--- src/rtl/mem_arb_pkg.sv ---
// ---------------------------------------------------------------------------
// mem_arb_pkg
//   Shared types and constants for the two-port memory arbiter.
//   - ADDR_W / DATA_W : width of the memory_control address and data buses
//   - PORT_IF / PORT_LS : port indices (instruction fetch / load-store)
//   - arb_state_e : FSM state encoding
//   - arb_req_t : one latched request (port, direction, address, write data)
// ---------------------------------------------------------------------------
package mem_arb_pkg;

    localparam int ADDR_W = 16;
    localparam int DATA_W = 16;

    localparam logic PORT_IF = 1'b0;
    localparam logic PORT_LS = 1'b1;

    typedef enum logic [1:0] {
        IDLE  = 2'd0,
        ISSUE = 2'd1,
        WAIT  = 2'd2,
        DONE  = 2'd3
    } arb_state_e;

    typedef struct packed {
        logic              port;
        logic              we;
        logic [ADDR_W-1:0] addr;
        logic [DATA_W-1:0] wdata;
    } arb_req_t;

    // Builds the latched request for a given port from that port's inputs.
    function automatic arb_req_t make_req(
        input logic              port,
        input logic              we,
        input logic [ADDR_W-1:0] addr,
        input logic [DATA_W-1:0] wdata
    );
        arb_req_t r;
        r.port  = port;
        r.we    = we;
        r.addr  = addr;
        r.wdata = wdata;
        return r;
    endfunction

endpackage

--- src/rtl/rr_arbiter_2.sv ---
// ---------------------------------------------------------------------------
// rr_arbiter_2
//   Purely combinational two-way arbiter.
//   Ports:
//     req[1:0]    in   request vector, bit N = port N
//     last_grant  in   port that won the previous transaction
//     fixed_prio  in   1 = port 1 wins every tie, 0 = alternate on ties
//     grant       out  winning port index (meaningful only when valid = 1)
//     valid       out  at least one port is requesting
// ---------------------------------------------------------------------------
module rr_arbiter_2
    import mem_arb_pkg::*;
(
    input  logic [1:0] req,
    input  logic       last_grant,
    input  logic       fixed_prio,
    output logic       grant,
    output logic       valid
);

    always_comb begin
        valid = |req;
        grant = PORT_IF;
        unique case (req)
            2'b01:   grant = PORT_IF;
            2'b10:   grant = PORT_LS;
            // Tie: fixed priority favours the load/store port, otherwise the
            // port that did not win last time goes next.
            2'b11:   grant = fixed_prio ? PORT_LS : ~last_grant;
            default: grant = PORT_IF;
        endcase
    end

endmodule

--- src/rtl/mem_arbiter.sv ---
// ---------------------------------------------------------------------------
// mem_arbiter
//   Shares the single memory_control request port between the instruction
//   fetch port (0) and the load/store port (1). One transaction at a time:
//   arbitrate, latch the winner, pulse mem_request for one cycle, wait for the
//   matching completion (or abort on timeout), then pulse the winner's done.
//
//   Ports:
//     clk, reset                 system clock, synchronous active-high reset
//     pN_req/we/addr/wdata       requester N inputs, held stable until pN_done
//     pN_done                    one-cycle completion pulse to requester N
//     pN_rdata                   read data, valid with pN_done, held after
//     mem_request_address/type   latched address / direction to memory_control
//     mem_request                one-cycle request pulse (ISSUE only)
//     mem_data_out               latched write data to memory_control
//     mem_memory_in              read data from memory_control
//     mem_memory_ready           read completion from memory_control
//     mem_write_complete         write completion from memory_control
//     busy                       high whenever not IDLE
//     timeout_err                sticky abort flag, cleared only by reset
//
//   state | meaning
//   ------+-----------------------------------------------------------------
//   IDLE  | no transaction; arbitrate and latch the winner when any req
//   ISSUE | mem_request pulse from the latched request; wait counter cleared
//   WAIT  | waiting for completion matching latched type, or timeout abort
//   DONE  | done pulse to the granted port; last_grant updated
// ---------------------------------------------------------------------------
module mem_arbiter
    import mem_arb_pkg::*;
#(
    parameter int FIXED_PRIO     = 0,
    parameter int TIMEOUT_CYCLES = 15
) (
    input  logic              clk,
    input  logic              reset,

    input  logic              p0_req,
    input  logic              p0_we,
    input  logic [ADDR_W-1:0] p0_addr,
    input  logic [DATA_W-1:0] p0_wdata,
    output logic              p0_done,
    output logic [DATA_W-1:0] p0_rdata,

    input  logic              p1_req,
    input  logic              p1_we,
    input  logic [ADDR_W-1:0] p1_addr,
    input  logic [DATA_W-1:0] p1_wdata,
    output logic              p1_done,
    output logic [DATA_W-1:0] p1_rdata,

    output logic [ADDR_W-1:0] mem_request_address,
    output logic              mem_request_type,
    output logic              mem_request,
    output logic [DATA_W-1:0] mem_data_out,
    input  logic [DATA_W-1:0] mem_memory_in,
    input  logic              mem_memory_ready,
    input  logic              mem_write_complete,

    output logic              busy,
    output logic              timeout_err
);

    localparam int CNT_W = $clog2(TIMEOUT_CYCLES + 1);
    localparam logic [CNT_W-1:0] CNT_TERM = CNT_W'(TIMEOUT_CYCLES);

    arb_state_e        state;
    arb_state_e        state_next;

    arb_req_t          cur;
    logic              last_grant;
    logic [CNT_W-1:0]  wait_cnt;
    logic [CNT_W-1:0]  wait_cnt_inc;

    logic              arb_grant;
    logic              arb_valid;
    logic              complete;
    logic              timeout_hit;
    logic              capture_rd;
    logic [DATA_W-1:0] rdata_next;

    rr_arbiter_2 u_rr_arbiter_2 (
        .req        ({p1_req, p0_req}),
        .last_grant (last_grant),
        .fixed_prio (FIXED_PRIO != 0),
        .grant      (arb_grant),
        .valid      (arb_valid)
    );

    // Only the completion that matches the latched direction counts.
    assign complete     = cur.we ? mem_write_complete : mem_memory_ready;

    // wait_cnt_inc is the number of WAIT cycles spent including the current
    // one, so the abort lands on the TIMEOUT_CYCLES-th WAIT cycle. The
    // register never exceeds TIMEOUT_CYCLES because ISSUE clears it.
    assign wait_cnt_inc = wait_cnt + CNT_W'(1);
    assign timeout_hit  = (wait_cnt_inc == CNT_TERM);

    // A read that ends in WAIT always updates the port's rdata: memory data
    // on completion, zero on abort. Completion wins over a same-cycle abort.
    assign capture_rd   = (state == WAIT) && !cur.we && (complete || timeout_hit);
    assign rdata_next   = complete ? mem_memory_in : '0;

    // -----------------------------------------------------------------------
    // FSM: state register
    // -----------------------------------------------------------------------
    always_ff @(posedge clk) begin
        if (reset) begin
            state <= IDLE;
        end else begin
            state <= state_next;
        end
    end

    // -----------------------------------------------------------------------
    // FSM: next-state logic
    // -----------------------------------------------------------------------
    always_comb begin
        state_next = state;
        unique case (state)
            IDLE:    if (arb_valid) state_next = ISSUE;
            ISSUE:   state_next = WAIT;
            WAIT:    if (complete || timeout_hit) state_next = DONE;
            DONE:    state_next = IDLE;
            default: state_next = IDLE;
        endcase
    end

    // -----------------------------------------------------------------------
    // FSM: outputs
    // -----------------------------------------------------------------------
    always_comb begin
        busy        = (state != IDLE);
        mem_request = (state == ISSUE);
        p0_done     = (state == DONE) && (cur.port == PORT_IF);
        p1_done     = (state == DONE) && (cur.port == PORT_LS);
    end

    // The memory-side buses come straight from the latch and therefore hold
    // their value outside ISSUE; mem_request alone qualifies them.
    assign mem_request_address = cur.addr;
    assign mem_request_type    = cur.we;
    assign mem_data_out        = cur.wdata;

    // -----------------------------------------------------------------------
    // Request latch, arbitration history, wait counter
    // -----------------------------------------------------------------------
    always_ff @(posedge clk) begin
        if (reset) begin
            cur        <= '0;
            last_grant <= PORT_LS;
            wait_cnt   <= '0;
        end else begin
            unique case (state)
                IDLE: begin
                    if (arb_valid) begin
                        cur <= (arb_grant == PORT_LS)
                             ? make_req(PORT_LS, p1_we, p1_addr, p1_wdata)
                             : make_req(PORT_IF, p0_we, p0_addr, p0_wdata);
                    end
                end
                ISSUE:   wait_cnt   <= '0;
                WAIT:    wait_cnt   <= wait_cnt_inc;
                DONE:    last_grant <= cur.port;
                default: ;
            endcase
        end
    end

    // -----------------------------------------------------------------------
    // Read data return and sticky timeout flag
    // -----------------------------------------------------------------------
    always_ff @(posedge clk) begin
        if (reset) begin
            p0_rdata    <= '0;
            p1_rdata    <= '0;
            timeout_err <= 1'b0;
        end else begin
            if (capture_rd) begin
                if (cur.port == PORT_LS) begin
                    p1_rdata <= rdata_next;
                end else begin
                    p0_rdata <= rdata_next;
                end
            end
            if ((state == WAIT) && !complete && timeout_hit) begin
                timeout_err <= 1'b1;
            end
        end
    end

endmodule
--- config.mk ---
export PLATFORM = sky130hd
export DESIGN_NAME = mem_arbiter
export DESIGN_NICKNAME = d
export VERILOG_FILES = /design/src/rtl/mem_arb_pkg.sv /design/src/rtl/rr_arbiter_2.sv /design/src/rtl/mem_arbiter.sv
export SDC_FILE = /design/constraint.sdc
export NUM_CORES = 1
export LEC_CHECK = 0
export CAP_MARGIN = 10
export CORE_MARGIN = 3
export CORE_UTILIZATION = 43
export CTS_BUF_LIST = sky130_fd_sc_hd__clkbuf_4
export DETAILED_ROUTE_END_ITERATION = 12
export GPL_TIMING_DRIVEN = 0
export HOLD_SLACK_MARGIN = 0.02
export PLACE_DENSITY = 0.92
export SLEW_MARGIN = 0
export SYNTH_ARGS = -nofsm -noshare
export SYNTH_HDL_FRONTEND = slang
export SYNTH_SLANG_ARGS = --single-unit
--- constraint.sdc ---
create_clock -name clk -period 3.3 [get_ports clk]
set_input_delay 0.66 -clock clk [delete_from_list [all_inputs] [get_ports clk]]
set_output_delay 0.66 -clock clk [all_outputs]
set_load 0.005 [all_outputs]
== Yosys cells after proc, flatten, opt, wreduce, memory -nomap -nowiden ==
Cells that the tools add are included.

* Add/subtract/negate cells: 1
* Equality and inequality tests: 8
* Muxes and demuxes: 8
* Bitwise operators: 2
* Reduce and logical (&&, ||, !) cells: 17

{| class="wikitable"
|+ Operators by type and width
! cell !! number
|-
| 34-bit two-way mux || 1
|-
| 16-bit two-way mux || 1
|-
| 2-bit == test, second input constant || 4
|-
| 2-bit case mux with 4 select lines || 1
|-
| 4-bit case mux with 2 select lines || 1
|-
| 2-bit AND reduction || 4
|-
| 1-bit logical AND || 6
|-
| 4-bit by 1-bit adder with 4-bit output, second input constant || 1
|-
| 4-bit == test, second input constant || 1
|-
| 2-bit two-way mux || 2
|-
| 2-bit nonzero test || 2
|-
| 2-bit by 1-bit == test with 1-bit output, second input constant || 1
|-
| 1-bit zero test || 2
|-
| 2-bit zero test || 1
|-
| 2-bit by 1-bit inequality test with 1-bit output, second input constant || 1
|-
| 2-bit inequality test, second input constant || 1
|-
| 1-bit inverter || 2
|-
| 1-bit case mux with 2 select lines || 1
|-
| 2-bit OR reduction || 1
|-
| 1-bit logical OR || 1
|-
| 1-bit two-way mux || 1
|}

* Register bits after elaboration: 74
* Input port bits: 88
* Output and inout bits: 70
* Logic and storage cells: 46

== Longest topological paths before layout ==
* Word-level depth: 5
* Mapped depth: 8
* Gate-level depth less buffers: 6

== By module ==
From an unflattened synthesis, not the netlist that was laid out.

* Cells, all modules: 401
* Area, all modules: 3666.0 sq um

{| class="wikitable"
|+ By module, submodules not included
! module !! times used !! cells each !! area each (sq um)
|-
| mem_arbiter || 1 || 398 || 3648.5
|-
| rr_arbiter_2 || 1 || 3 || 17.5
|}

== Worst setup path before layout ==
OpenSTA, ideal clock, no wires.

* Path kind: flip-flop to flip-flop
* Start point: register wait_cnt[0]
* End point: register p1_rdata[14]
* Arrival time: 1561 ps
* Data required time: 3230 ps
* Path slack: 1668 ps
* Cell stages (with the launch flop): 8
* Cells stage by stage: dfxtp_1 inv_1 ha_1 and4b_4 o2111ai_4 buf_4 nand3_1 a21oi_1

* Longest elaborated chain between the ends: 5

{| class="wikitable"
|+ RTL lines
! what !! RTL line !! RTL
|-
| start, declared || mem_arbiter.sv:72 || <nowiki>logic [CNT_W-1:0] wait_cnt;</nowiki>
|-
| start signal, assigned || mem_arbiter.sv:163 || <nowiki>WAIT: wait_cnt <= wait_cnt_inc;</nowiki>
|-
| 4-bit by 1-bit adder with 4-bit output || mem_arbiter.sv:96 || <nowiki>assign wait_cnt_inc = wait_cnt + CNT_W'(1);</nowiki>
|-
| 4-bit == test || mem_arbiter.sv:97 || <nowiki>assign timeout_hit = (wait_cnt_inc == CNT_TERM);</nowiki>
|-
| 1-bit logical OR || mem_arbiter.sv:101 || <nowiki>assign capture_rd = (state == WAIT) && !cur.we && (complete || timeout_hit);</nowiki>
|-
| 1-bit logical AND || mem_arbiter.sv:101 ||
|-
| 2-bit AND reduction (no source line) || - ||
|-
| end signal, assigned || mem_arbiter.sv:181 || <nowiki>p1_rdata <= rdata_next;</nowiki>
|-
| end, declared || mem_arbiter.sv:50 || <nowiki>output logic [DATA_W-1:0] p1_rdata,</nowiki>
|}

Every way passes these cells.
A chain may end at the register's enable or synchronous reset.

== Worst setup path in the final report ==
* Start point: register state[0]
* End point: output busy

* Longest elaborated chain between the ends: 1

{| class="wikitable"
|+ RTL lines
! what !! RTL line !! RTL
|-
| start, declared || mem_arbiter.sv:67 || <nowiki>arb_state_e state;</nowiki>
|-
| start signal, assigned || mem_arbiter.sv:111 || <nowiki>state <= state_next;</nowiki>
|-
| 2-bit nonzero test || mem_arbiter.sv:133 || <nowiki>busy = (state != IDLE);</nowiki>
|-
| end, declared || mem_arbiter.sv:60 || <nowiki>output logic busy,</nowiki>
|}

Every way passes these cells.

==> flow_summary.toml <==
[cells_and_area]
areaGrowthSynthToFinish_pct = 51.1
nFillCells = 593
antennaDiodeCount = 0
utilization_pct = 68.5
final_cells = 672
final_nets = 659
drive_above_1_share_pct = 13.5

[power]
design_power_total_mw = 3.18
sw_frac_of_total_pct = 33.7
p_sw_mw = 1.07
p_comb_share_pct = 44.5
p_leak_nw = 2.00
seqPwrFrac_pct = 37.8
cellPowerDensity_mw_per_mm2 = 586
internal_power_mw = 2.11
ir_drop_v = 0.000358
p_clk_share_pct = 17.7

[sta]
worst_slew_pin_slew_ns = 0.519
whs_ns = 0.464
slew_violations = 0
post-route-min-period_ns = 2.48
relSlewSlack_pct = 65.4
hold_viol_final = 0
fin_crit_sh_pct = 75.2
finalClockSkew_ns = 0.0188
rsz0062_at_grt = "no"
max_clock_freq_ghz = 0.403
tns_ns = 0
setup_viol_count_final = 0

[setup_path]
slowest_delay_ns = 0.53
crit_chain = "inv_1 -> ha_1 -> inv_1 -> clkdlybuf4s50_1"
crit_arrival_ns = 1.82
r2r_slack_ns = 1.32
path_buf_inv = 3
r2r-start = "state[0]"
worst_r2r_path_depth = 7
critPathLaunchType = "flop"
worstSetupEndpointType = "primary output"
cp_max_fo = 4
timing.critical_path.required_ns = 2.64
path_delay_family = "buffers and inverters"
rr_endpoint = "p0_rdata[6]"
cp_common_cell = "inv_1"
criticalPathCategory = "reg -> out"
cp_slowest_cell = "clkdlybuf4s50_1"

[global_route]
track_usage_pct = 22.8
grt_pass1_vias = 3681
grt_overflow = 0
grt_max_degree = 14
antenna_found_initial = 0
grt_pass1_wl_um = 17700

[floorplanning]
dieWidth_um = 97.4
dieArea_mm2 = 0.00949
core_region_area_mm2 = 0.00793
num_io_pins = 158
die_h_um = 97.4
placementRows = 32
start_util_pct = 45.3

[clock_tree]
ctsResizeCount = 0
clk_pin_slew_ns = 0.11
numCtsBuffers = 9
clockBufferDepth = 2
cts_root_buf = "clkbuf_4"
ctsHoldBuffers = 0
cts_htree_levels = 3
numClockSinks = 74
clock_latency_ns = 0.43
cts_tree = "done"
post_cts_buffers = 0

[drt]
drtPass1Iterations = 4
wl_per_cell_um = 16.0
drt-vias-per-instance = 5.25
dr_total_vias = 3525
ant_nets = 0
first_iter_violations = 87
drc = 0
wl_um = 10800

[synthesis]
synth.avg_cell_area_um2 = 9.05
synth_area_leaders = "dfxtp_1 (41%), mux2i_1 (9.5%), nand3_1 (8.8%)"
synth_area_leader_cell = "dfxtp_1"
synth_area_mm2 = 0.00359
synth_top_area_share_pct = 41.2
synth.ff_latch_count = 74
yosysSeqAreaShare_pct = 41.2
synth_nets = 491
ys.warnings.count = 0
synth_cells = 397
ys_types = 39

[status]
outcome = "finished clean"

[min_path]
holdPathStages = 2
hp-class = "reg -> reg"
hold_path_end = "timeout_err"
min_from = "timeout_err"

[job]
drv_cap = 0

[place]
port_buffers = 157
place_hpwl_um = 8550
place_inst = 656
gp_congestion = 0.847
[registers in the layout, summed over array words and instances (netlist names)]
signal and cells:
mem_data_out 16, mem_request_address 16, mem_request_type 1, wait_cnt 4, p0_rdata 16, state 2
last_grant 1, timeout_err 1, p1_rdata 16, cur 1
[Yosys cell counts, drive strengths merged]
library cell	instances
mux2i	34
and3b	1
a22oi	1
a21boi	2
o21ai	3
a211oi	33
nor2	41
and2	2
clkbuf	13
nand3b	2
ha	6
and4bb	1
and3	2
nand2	3
a211o	2
a21oi	36
o2111ai	4
inv	9
nand2b	3
mux2	2
nor3	2
dfxtp	74
nand3	64
o211ai	2
and4b	1
a22o	1
buf	51
nor4b	1
a221oi	1
[power by group through the flow]
stage | combinational (mW) | sequential [mW] | clock (mW)
finish | 1.41 | 1.20 | 0.564
global route | 1.54 | 1.23 | 0.601
CTS | 1.42 | 1.20 | 0.564
detailed placement | 1.41 | 1.22 | 0
global placement | 1.38 | 1.21 | 0
floorplan | 0.775 | 1.19 | 0
[cell usage in the layout (no fill, tap or decap), types with 3 or more instances in the layout]
cell type	count
dfxtp_1	74
ha_1	6
clkinv_2	3
nand3_1	63
a211oi_1	33
clkbuf_1	11
nand2_1	3
clkbuf_4	9
nor2_1	41
a21oi_1	36
nand2b_1	3
clkdlybuf4s50_1	157
buf_1	4
mux2i_1	34
buf_6	6
o21ai_0	3
buf_2	7
buf_4	34
inv_1	9
[per-stage QoR]
| stage | worst slack [ns] | cell area [um2] |
|---|---|---|
| floorplan | 1.67 | 3590 |
| global placement | 1.06 | 5290 |
| detailed placement | 0.985 | 5290 |
| CTS | 0.804 | 5430 |
| global route | 0.711 | 5430 |
| finish | 0.818 | 5430 |
[final cells by class]
type | instances | area, um2 | share of cell area [%]
well taps | 102 | 128 | 2.35
plain buffers | 64 | 424 | 7.81
flip-flops and latches | 74 | 1480 | 27.3
clock buffers | 9 | 67.6 | 1.24
multi-input cells | 250 | 1650 | 30.4
clock inverters | 7 | 70.1 | 1.29
inverters | 9 | 33.8 | 0.622
repair buffers | 157 | 1570 | 28.9
[worst max path at each step]
stage	startpoint	to	slack, ns	depth (start not counted)
finish	state[0]	busy	0.82	4
global route	state[0]	busy	0.71	4
CTS	state[0]	busy	0.80	4
detailed placement	mem_memory_ready	p0_rdata[7]	0.98	6
global placement	p1_req	mem_request_address[14]	1.06	6
floorplan	wait_cnt[0]	p1_rdata[14]	1.67	7
[kinds of logic (layout without fill, tap and decap cells)]
kind of cell             after synthesis  after routing  synth area share (%)
AO/OA/AOI/OAI                         85             85                  16.8
AND/OR/NAND/NOR                      123            123                  16.9
adder cells (fa/ha/maj)                6              6                  2.09
buffers and inverters                 73            246                  12.7
flip-flops                            74             74                  41.2
multiplexers                          36             36                  10.2
[routing by layer]
layer | track usage (%) | share of wire, % | wire length (um)
met2 | 40.5 | 50 | 5400
met1 | 25.1 | 39 | 4150
met3 | 7.90 | 9.7 | 1050
met4 | 7.99 | 1.5 | 160
met5 | 0 | 0 | 0
[worst min-delay path: stages (launching register included)]
cell	delay, ns
dfxtp_1	0.33
inv_1	0.05
a21oi_1	0.05
(Power assumes the default switching activity.)
